$ cat src/rtl/serial_subtractor_3bit.sv
// Bit-serial subtractor: computes A - B - B_in one bit per clock, LSB first,
// through a single full-subtractor cell. Operands are captured on an accepted
// start. Diff/B_out update atomically on the completion edge, which also
// raises a one-cycle done pulse.
module serial_subtractor_3bit #(
  parameter int WIDTH = 3
) (
  input  logic             clk,
  input  logic             rst,
  input  logic             start,
  input  logic [WIDTH-1:0] A,
  input  logic [WIDTH-1:0] B,
  input  logic             B_in,
  output logic [WIDTH-1:0] Diff,
  output logic             B_out,
  output logic             busy,
  output logic             done
);

  localparam int CW = $clog2(WIDTH);
  localparam logic [CW-1:0] LAST_BIT = CW'(WIDTH - 1);

  typedef enum logic [1:0] {
    ST_IDLE = 2'b00,
    ST_RUN  = 2'b01,
    ST_DONE = 2'b10
  } state_t;

  state_t           state_q, state_d;
  logic [WIDTH-1:0] opa_q, opa_d;
  logic [WIDTH-1:0] opb_q, opb_d;
  logic             bw_q, bw_d;
  logic [WIDTH-1:0] res_q, res_d;
  logic [CW-1:0]    cnt_q, cnt_d;
  logic [WIDTH-1:0] diff_q, diff_d;
  logic             bout_q, bout_d;
  logic             busy_q, busy_d;
  logic             done_q, done_d;

  // Full-subtractor cell outputs for the current LSB pair.
  logic             sub_bit;
  logic             sub_borrow;

  // Full-subtractor cell: difference bit and borrow for the current bit pair.
  always_comb begin
    sub_bit    = opa_q[0] ^ opb_q[0] ^ bw_q;
    sub_borrow = (~opa_q[0] & opb_q[0]) | (~(opa_q[0] ^ opb_q[0]) & bw_q);
  end

  // Next-state and datapath control; results are only published on completion.
  always_comb begin
    state_d = state_q;
    opa_d   = opa_q;
    opb_d   = opb_q;
    bw_d    = bw_q;
    res_d   = res_q;
    cnt_d   = cnt_q;
    diff_d  = diff_q;
    bout_d  = bout_q;
    busy_d  = busy_q;
    done_d  = 1'b0;

    case (state_q)
      ST_IDLE, ST_DONE: begin
        if (start) begin
          // A new operation may be accepted from IDLE or right in the DONE cycle.
          opa_d   = A;
          opb_d   = B;
          bw_d    = B_in;
          cnt_d   = {CW{1'b0}};
          state_d = ST_RUN;
          busy_d  = 1'b1;
        end else begin
          state_d = ST_IDLE;
          busy_d  = 1'b0;
        end
      end
      ST_RUN: begin
        // start is ignored here: nothing is queued.
        opa_d = {1'b0, opa_q[WIDTH-1:1]};
        opb_d = {1'b0, opb_q[WIDTH-1:1]};
        bw_d  = sub_borrow;
        res_d = {sub_bit, res_q[WIDTH-1:1]};
        cnt_d = cnt_q + {{(CW-1){1'b0}}, 1'b1};
        if (cnt_q == LAST_BIT) begin
          diff_d  = {sub_bit, res_q[WIDTH-1:1]};
          bout_d  = sub_borrow;
          done_d  = 1'b1;
          busy_d  = 1'b0;
          state_d = ST_DONE;
        end else begin
          state_d = ST_RUN;
        end
      end
      default: begin
        state_d = ST_IDLE;
        busy_d  = 1'b0;
      end
    endcase
  end

  // State register with synchronous reset that aborts any operation in flight.
  always_ff @(posedge clk) begin
    if (rst) begin
      state_q <= ST_IDLE;
      opa_q   <= {WIDTH{1'b0}};
      opb_q   <= {WIDTH{1'b0}};
      bw_q    <= 1'b0;
      res_q   <= {WIDTH{1'b0}};
      cnt_q   <= {CW{1'b0}};
      diff_q  <= {WIDTH{1'b0}};
      bout_q  <= 1'b0;
      busy_q  <= 1'b0;
      done_q  <= 1'b0;
    end else begin
      state_q <= state_d;
      opa_q   <= opa_d;
      opb_q   <= opb_d;
      bw_q    <= bw_d;
      res_q   <= res_d;
      cnt_q   <= cnt_d;
      diff_q  <= diff_d;
      bout_q  <= bout_d;
      busy_q  <= busy_d;
      done_q  <= done_d;
    end
  end

  assign Diff  = diff_q;
  assign B_out = bout_q;
  assign busy  = busy_q;
  assign done  = done_q;

endmodule
$ cat config.mk
export PLATFORM = sky130hd
export DESIGN_NAME = serial_subtractor_3bit
export DESIGN_NICKNAME = d
export VERILOG_FILES = /design/src/rtl/serial_subtractor_3bit.sv
export SDC_FILE = /design/constraint.sdc
export NUM_CORES = 1
export LEC_CHECK = 0
export ABC_AREA = 1
export CAP_MARGIN = 20
export CORE_MARGIN = 1
export CORE_UTILIZATION = 48
export CTS_CLUSTER_SIZE = 24
export DETAILED_ROUTE_END_ITERATION = 10
export PLACE_DENSITY = 0.82
export SLEW_MARGIN = 20
export SYNTH_ARGS = -nofsm -noshare
export SYNTH_HDL_FRONTEND = slang
export SYNTH_SLANG_ARGS = --single-unit
$ cat constraint.sdc
create_clock -name clk -period 1.3 [get_ports clk]
set_input_delay 0.13 -clock clk [delete_from_list [all_inputs] [get_ports clk]]
set_output_delay 0.13 -clock clk [all_outputs]
set_load 0.01 [all_outputs]
## Word-level counts from Yosys, hierarchy flattened

Index checks and enable logic that the tools add are counted.

- Add/subtract/negate cells: 1
- Eq/ne operators: 5
- Muxes and demuxes: 15
- Bitwise logic cells: 8
- Reduce and logical (&&, ||, !) cells: 6

Operator list:

| kind | number |
|---|---|
| $pmux W3 S2 | 2 |
| $pmux W2 S2 | 2 |
| $mux W3 | 2 |
| $mux W1 | 5 |
| $eq A2 B2 Y1 const B | 2 |
| $mux W2 | 2 |
| $ne A2 B2 Y1 const B | 2 |
| $pmux W1 S2 | 2 |
| $reduce_and A2 Y1 | 2 |
| $reduce_or A2 Y1 | 2 |
| $not A1 Y1 | 3 |
| $add A2 B1 Y2 const B | 1 |
| $and A1 B1 Y1 | 2 |
| $eq A2 B1 Y1 const B | 1 |
| $logic_not A2 Y1 | 1 |
| $reduce_bool A2 Y1 | 1 |
| $xor A1 B1 Y1 | 2 |
| $or A1 B1 Y1 | 1 |

- Flip-flop bits (word level): 20
- Input port bits: 10
- Output and inout bits: 6
- Word-level logic and storage cells: 45

## Longest topological paths before layout

Gate-level depths: netlist of run 1.

- Word-level depth: 5
- Gate-level depth with buffers: 7
- Depth with buffers taken out: 6

## Worst setup path after synthesis of run 1

OpenSTA, ideal clock, no wires.

- Path kind: reg-to-reg
- From: register opb_q[0]
- To: register res_q[2]
- Library setup time: 116 ps
- Arrival: 992 ps
- Required time: 1184 ps
- Setup slack: 192 ps
- Cell stages (with the launch flop): 5
- Path buffers: 0
- Clock period less this slack: 1108 ps
- Cell sequence: dfxtp_1 > inv_1 > fa_1 > o21ai_0 > nor2_1

- Cells in the longest elaborated chain, start to end: 2

Ends and longest elaborated chain:

| what | RTL line | text |
|---|---|---|
| from (decl) | 31 | `logic [WIDTH-1:0] opb_q, opb_d;` |
| from (signal assigned) | 107 | `opb_q <= {WIDTH{1'b0}};` |
| from (signal assigned) | 118 | `opb_q <= opb_d;` |
| $xor A1 B1 Y1 (2 in a row) | 46 | `sub_bit = opa_q[0] ^ opb_q[0] ^ bw_q;` |
| via sub_bit | 41 | `logic sub_bit;` |
| to (signal assigned) | 109 | `res_q <= {WIDTH{1'b0}};` |
| to (signal assigned) | 120 | `res_q <= res_d;` |
| to (decl) | 33 | `logic [WIDTH-1:0] res_q, res_d;` |

The timed path passes the listed nets, and every way through them passes these cells.
A chain may end at the register's enable or synchronous reset.

## Final worst setup path of run 1

- From: register opb_q[0]
- To: register bw_q

- Cells in the longest elaborated chain, start to end: 5
- Elaborated cells between the ends (all ways): 6
- Those cells by class: 1 x mux; 5 x bitwise

Ends and longest elaborated chain:

| what | RTL line | text |
|---|---|---|
| $xor A1 B1 Y1 | 47 | `sub_borrow = (~opa_q[0] & opb_q[0]) \| (~(opa_q[0] ^ opb_q[0]) & bw_q);` |
| $not A1 Y1 | 47 |  |
| $and A1 B1 Y1 | 47 |  |
| $or A1 B1 Y1 * | 47 |  |
| $pmux W1 S2 * | 63 | `case (state_q)` |
| to (signal assigned) | 119 | `bw_q <= bw_d;` |
| to (decl) | 32 | `logic bw_q, bw_d;` |

Every way passes the cells marked *; elsewhere a longest branch is shown, timed or not.

==> flow_metrics.py, run 1 <==
metrics = {
    "finish": {
        "post-route-util_pct": 64.3,
        "final_cell_mix": "dfxtp_1, nand3_1, nand2_1, inv_1, nor2_1",
        "final_cell_count_no_fill": 139,
        "fillers": 151,
        "diodes": 0,
        "area_growth_pct": 23.6,
        "layout_commonest_cell": "dfxtp_1",
        "nets": 136,
        "seqCellArea_sq_um": 380,
        "multi_input_area_sq_um": 332,
        "drive_gt1_share_pct": 8.94,
    },
    "route": {
        "drt_iter0_markers": 7,
        "routed_via_density": 5.05,
        "drcViolationCount": 0,
        "ant_nets": 0,
        "post_drt_wl_per_cell_um": 10.6,
        "vias": 702,
        "dr.pass1.iters": 4,
        "postRouteWirelength_um": 1480,
    },
    "logic_synthesis": {
        "ys_ff_latch": 19,
        "ys.flop_type": "dfxtp_1",
        "synthTopCellsByArea": "dfxtp_1, nand3_1, nand2_1",
        "synth.distinct_cells": 18,
        "yosysTopAreaCellShare_pct": 47.4,
        "syn_inst": 104,
        "syn_area_per_cell_sq_um": 7.71,
        "yosysSeqAreaShare_pct": 47.4,
        "async_flop_share_pct": 0,
        "synth_area_sq_um": 802,
        "syn_nets": 116,
        "synth_edf_count": 0,
        "yosysWarnings": 0,
        "yosysTopAreaCell": "dfxtp_1",
    },
    "floorplan": {
        "start_util_pct": 52.0,
        "die_w_um": 42.9,
        "rows": 14,
        "die-area_sq_mm": 0.00184,
        "ios": 16,
        "core_area_sq_mm": 0.00154,
        "die_y_um": 42.9,
    },
    "worst_setup_path": {
        "critPathMaxFanout": 2,
        "cp.arrival_ps": 1440,
        "path_class": "reg -> reg",
        "cp-startpoint": "opb_q[0]$_SDFFE_PP0P_",
        "r2r_setup_slack_ps": 110,
        "r2r-start": "opb_q[0]$_SDFFE_PP0P_",
        "crit_path_end_kind": "flip-flop",
        "cp_cell_sequence": "inv_1 > fa_1 > nand3b_1 > nand2_1 > nor2_1 > nor2_1",
        "worst-endpoint-required_ps": 1550,
        "crit_top_cell": "nor2_1",
        "critPathSlowestCell": "fa_1",
        "worstSetupStartpointType": "flip-flop",
        "slowest_delay_ps": 420,
    },
    "global_routing": {
        "grt-ovfl-total": 0,
        "grt_pass1_vias": 653,
        "antenna_found_initial": 0,
        "grt_pass1_wl_um": 2630,
        "grt_max_degree": 16,
        "grtUsageTotal_pct": 19.8,
    },
    "clock_tree": {
        "clk_path_buf_depth": 2,
        "cts.hold.buffers_added": 0,
        "cts-root-buf": "clkbuf_4",
        "cts_sinks": 19,
        "numCtsBuffers": 3,
        "postCtsSetupBuffers": 0,
        "cts_resized": 5,
        "cts.htree.levels": 1,
        "path_clk_slew_ps": 100,
        "worstSkewPairLatency_ps": 300,
        "cts_tree": "built",
    },
    "sta": {
        "slew_headroom_pct": 76.3,
        "hold_violations": 0,
        "slew_violations": 0,
        "grt_setup_unrepaired": "no",
        "clock.fmax_mhz": 838,
        "fin_crit_ps": 1190,
        "post-route-period-util_pct": 91.8,
        "layout_setup_ws_ps": 107,
        "setup_violations": 0,
        "tns_ps": 0,
        "skew_ps": 3.16,
        "worst_pin_slew_ps": 355,
    },
    "power": {
        "peakVddDrop_uv": 638,
        "p_leak_nw": 0.461,
        "p_total_w": 0.00113,
        "powerDensity_mw_per_mm2": 1140,
    },
    "flow_run": {
        "maxCapViolations": 0,
    },
    "placed_design": {
        "portBuffers": 15,
        "dp_hpwl_um": 1080,
        "gp_congestion": 0.799,
        "pre_cts_slack_ps": 53.5,
        "place_inst": 135,
    },
    "min_path": {
        "worstHoldStart": "A[2]",
        "hold_path.class": "in -> reg",
    },
    "outcome": {
        "status": "complete, no violations",
    },
}
## cells in the mapped netlist, drive strengths merged, types with 4 or more instances
master	n
dfxtp	19
nand3	18
nand2	16
inv	14
nor2	12
a21oi	8
buf	4
nor3	4
o21ai	4
## metrics by stage
stage                     hold WS [ps]  cell area [sq um]
after global placement             447                968
after CTS                          372                988
after detailed placement           446                968
after global routing               386                991
after floorplan                    271                802
final                              376                991
## flip-flops by register name (all words and copies together), names as in the netlist
register,flops
bw_q,1
done,1
opa_q,3
busy,1
B_out,1
state_q,2
opb_q,3
cnt_q,2
Diff,3
res_q,2
## power breakdown
group	internal, W	switching (W)
Sequential	0.000619	0.0000183
Combinational	0.0000882	0.000108
Clock	0.000120	0.000180
Total	0.000827	0.000306
## metal layers
metal / vias up / wire length (um) / track usage (%)
met5: - / 0 / 0
met4: 0 / 40 / 13.8
met3: 4 / 64 / 6.38
met2: 16 / 725 / 32.7
met1: 315 / 649 / 20.9
li1: 367 / - / -
## logic make-up (layout without fill, tap and decap cells)
group,after synthesis,after routing,share of synthesized area [%]
AO/OA/AOI/OAI,12,12,7.49
buffers and inverters,19,38,11.2
adder cells (fa/ha/maj),2,2,4.06
AND/OR/NAND/NOR,52,52,29.8
flip-flops,19,19,47.4
## worst paths after layout
check / endpoint / cells after the start
max reg2reg: bw_q$_SDFFE_PP0P_ / 6
max: bw_q$_SDFFE_PP0P_ / 6
min reg2reg: Diff[2]$_SDFFE_PP0P_ / 2
min: opa_q[2]$_SDFFE_PP0P_ / 3
## cell type report
class,instances,share of cell area [%]
flip-flops and latches,19,38.4
multi-input cells,66,33.5
repair buffers,19,17.8
inverters,15,5.68
well taps,16,2.02
clock buffers,4,2.65
## worst max-delay path: cells and delay by family, from the launching register on
| kind | cells | cell delay (ps) |
|---|---|---|
| adders and majority gates | 1 | 420 |
| buffers and inverters | 1 | 60 |
| DFF | 1 | 330 |
| and+or+nand+nor | 4 | 340 |
(Power assumes the default switching activity.)
==> run 2: changes to the inputs <==
Settings changed: PLACE_DENSITY 0.82 to 0.75.
==> flow_metrics.py, run 2 (synthesized netlist as in run 1, its figures left out) <==
metrics = {
    "global_routing": {
        "grtUsageTotal_pct": 18.3,
        "grt-ovfl-total": 0,
        "antenna_found_initial": 0,
        "grt_pass1_wl_um": 2570,
        "grt_pass1_vias": 613,
        "grt_max_degree": 16,
    },
    "worst_setup_path": {
        "crit_path_end_kind": "output pin",
        "r2r_setup_slack_ps": 100,
        "cp_cell_sequence": "clkdlybuf4s50_1",
        "r2r-end": "bw_q$_SDFFE_PP0P_",
        "critPathSlowestCell": "clkdlybuf4s50_1",
        "worst-endpoint-required_ps": 1170,
        "critPathMaxFanout": 1,
        "worstSetupStartpointType": "flip-flop",
        "crit_buf_inv": 1,
        "cp_top_family": "buffers and inverters",
        "r2r-start": "opb_q[0]$_SDFFE_PP0P_",
        "slowest_delay_ps": 530,
        "cp.arrival_ps": 1130,
        "path_class": "reg -> out",
        "reg2reg_depth": 6,
    },
    "sta": {
        "worst_pin_slew_ps": 336,
        "skew_ps": 0.643,
        "slew_headroom_pct": 77.6,
        "hold_violations": 0,
        "fin_crit_ps": 1260,
        "post-route-period-util_pct": 97.2,
        "tns_ps": 0,
        "slew_violations": 0,
        "clock.fmax_mhz": 791,
        "setup_violations": 0,
        "grt_setup_unrepaired": "no",
    },
    "clock_tree": {
        "numCtsBuffers": 3,
        "cts.htree.levels": 1,
        "cts_sinks": 19,
        "worstSkewPairLatency_ps": 290,
        "cts.hold.buffers_added": 0,
        "clk_path_buf_depth": 2,
        "cts_tree": "built",
        "path_clk_slew_ps": 100,
        "cts-root-buf": "clkbuf_4",
    },
    "floorplan": {
        "die_w_um": 42.9,
        "core_area_sq_mm": 0.00154,
        "die_y_um": 42.9,
        "die-area_sq_mm": 0.00184,
        "rows": 14,
        "ios": 16,
        "start_util_pct": 52.0,
    },
    "route": {
        "drt_iter0_markers": 10,
        "ant_nets": 0,
        "post_drt_wl_per_cell_um": 10.2,
        "postRouteWirelength_um": 1430,
        "drcViolationCount": 0,
        "vias": 709,
        "routed_via_density": 5.06,
        "dr.pass1.iters": 4,
    },
    "finish": {
        "diodes": 0,
        "drive_gt1_share_pct": 9.68,
        "layout_commonest_cell": "dfxtp_1",
        "area_growth_pct": 26.1,
        "final_cell_mix": "dfxtp_1, nand3_1, nand2_1, inv_1, nor2_1",
        "final_cell_count_no_fill": 140,
        "nets": 137,
    },
    "placed_design": {
        "gp_congestion": 0.781,
        "portBuffers": 15,
        "place_inst": 136,
        "dp_hpwl_um": 1090,
    },
    "power": {
        "peakVddDrop_uv": 768,
        "powerDensity_mw_per_mm2": 1110,
        "p_total_w": 0.00113,
        "p_leak_nw": 0.501,
    },
    "flow_run": {
        "maxCapViolations": 0,
    },
    "min_path": {
        "worstHoldPathCells": 3,
        "hold_path.class": "in -> reg",
        "hold_end": "opb_q[2]$_SDFFE_PP0P_",
        "worstHoldStart": "B[2]",
    },
    "outcome": {
        "status": "complete, no violations",
    },
}
[run 2: cell count changes in the layout (fill, tap and decap cells not counted), sizes merged]
cell,delta
buf,+1
clkdlybuf4s50,+1
dlygate4sd2,-4
dlymetal6s2s,+3
[run 2: area by class of cell]
class / count / area [sq um]
clock buffers: 4 / 26.3
fillers: 145 / 531
multi-input cells: 66 / 332
well taps: 16 / 20.0
repair buffers: 20 / 196
inverters: 15 / 56.3
flip-flops and latches: 19 / 380
[run 2: power by group]
part	switching (W)	internal (W)
combinational	0.000107	0.0000925
clock	0.000170	0.000119
sequential	0.0000194	0.000619
[run 2: timing repair]
item / in CTS / in global routing
endpoints found under the setup margin: 1 / 5
gates resized for setup: 1 / 5
buffers inserted: 0 / 0
pin swaps: 0 / 0
[run 2: through the flow]
step           area (sq um)  hold WS, ps  setup WS [ps]  util, %
3_3_place_gp            976          447           89.1     63.3
5_1_grt                1010          410           7.01     65.6
2_1_floorplan           802          271            192        -
6_report               1010          385           36.4     65.6
4_1_cts                1000          394           2.21     64.9
3_5_place_dp            976          446           25.6     63.3
[run 2: worst max path at each step]
stage | start | end | slack [ps] | cells after the start
after global placement | start | bw_q$_SDFFE_PP0P_ | 90 | 6
after detailed placement | start | bw_q$_SDFFE_PP0P_ | 30 | 6
after global routing | done$_SDFF_PP0_ | done | 7 | 1
after floorplan | opb_q[0]$_SDFFE_PP0P_ | res_q[2]$_SDFFE_PP0N_ | 190 | 4
final | done$_SDFF_PP0_ | done | 40 | 1
after CTS | busy$_SDFFE_PP0P_ | busy | 2 | 1
[run 2: layer usage]
layer	wire length (um)	global-route usage, %	up-vias
li1	-	-	373
met3	56	2.55	5
met2	659	29.4	16
met4	24	7.50	0
met1	686	24.5	315
met5	0	0	-
[run 2: worst register-to-register path, cell delays in order (launching register included)]
cell and delay, ps:
dfxtp_1 320, inv_1 60, fa_1 410, nand3b_1 170
nand2_1 70, nor2_1 50, nor2_1 70
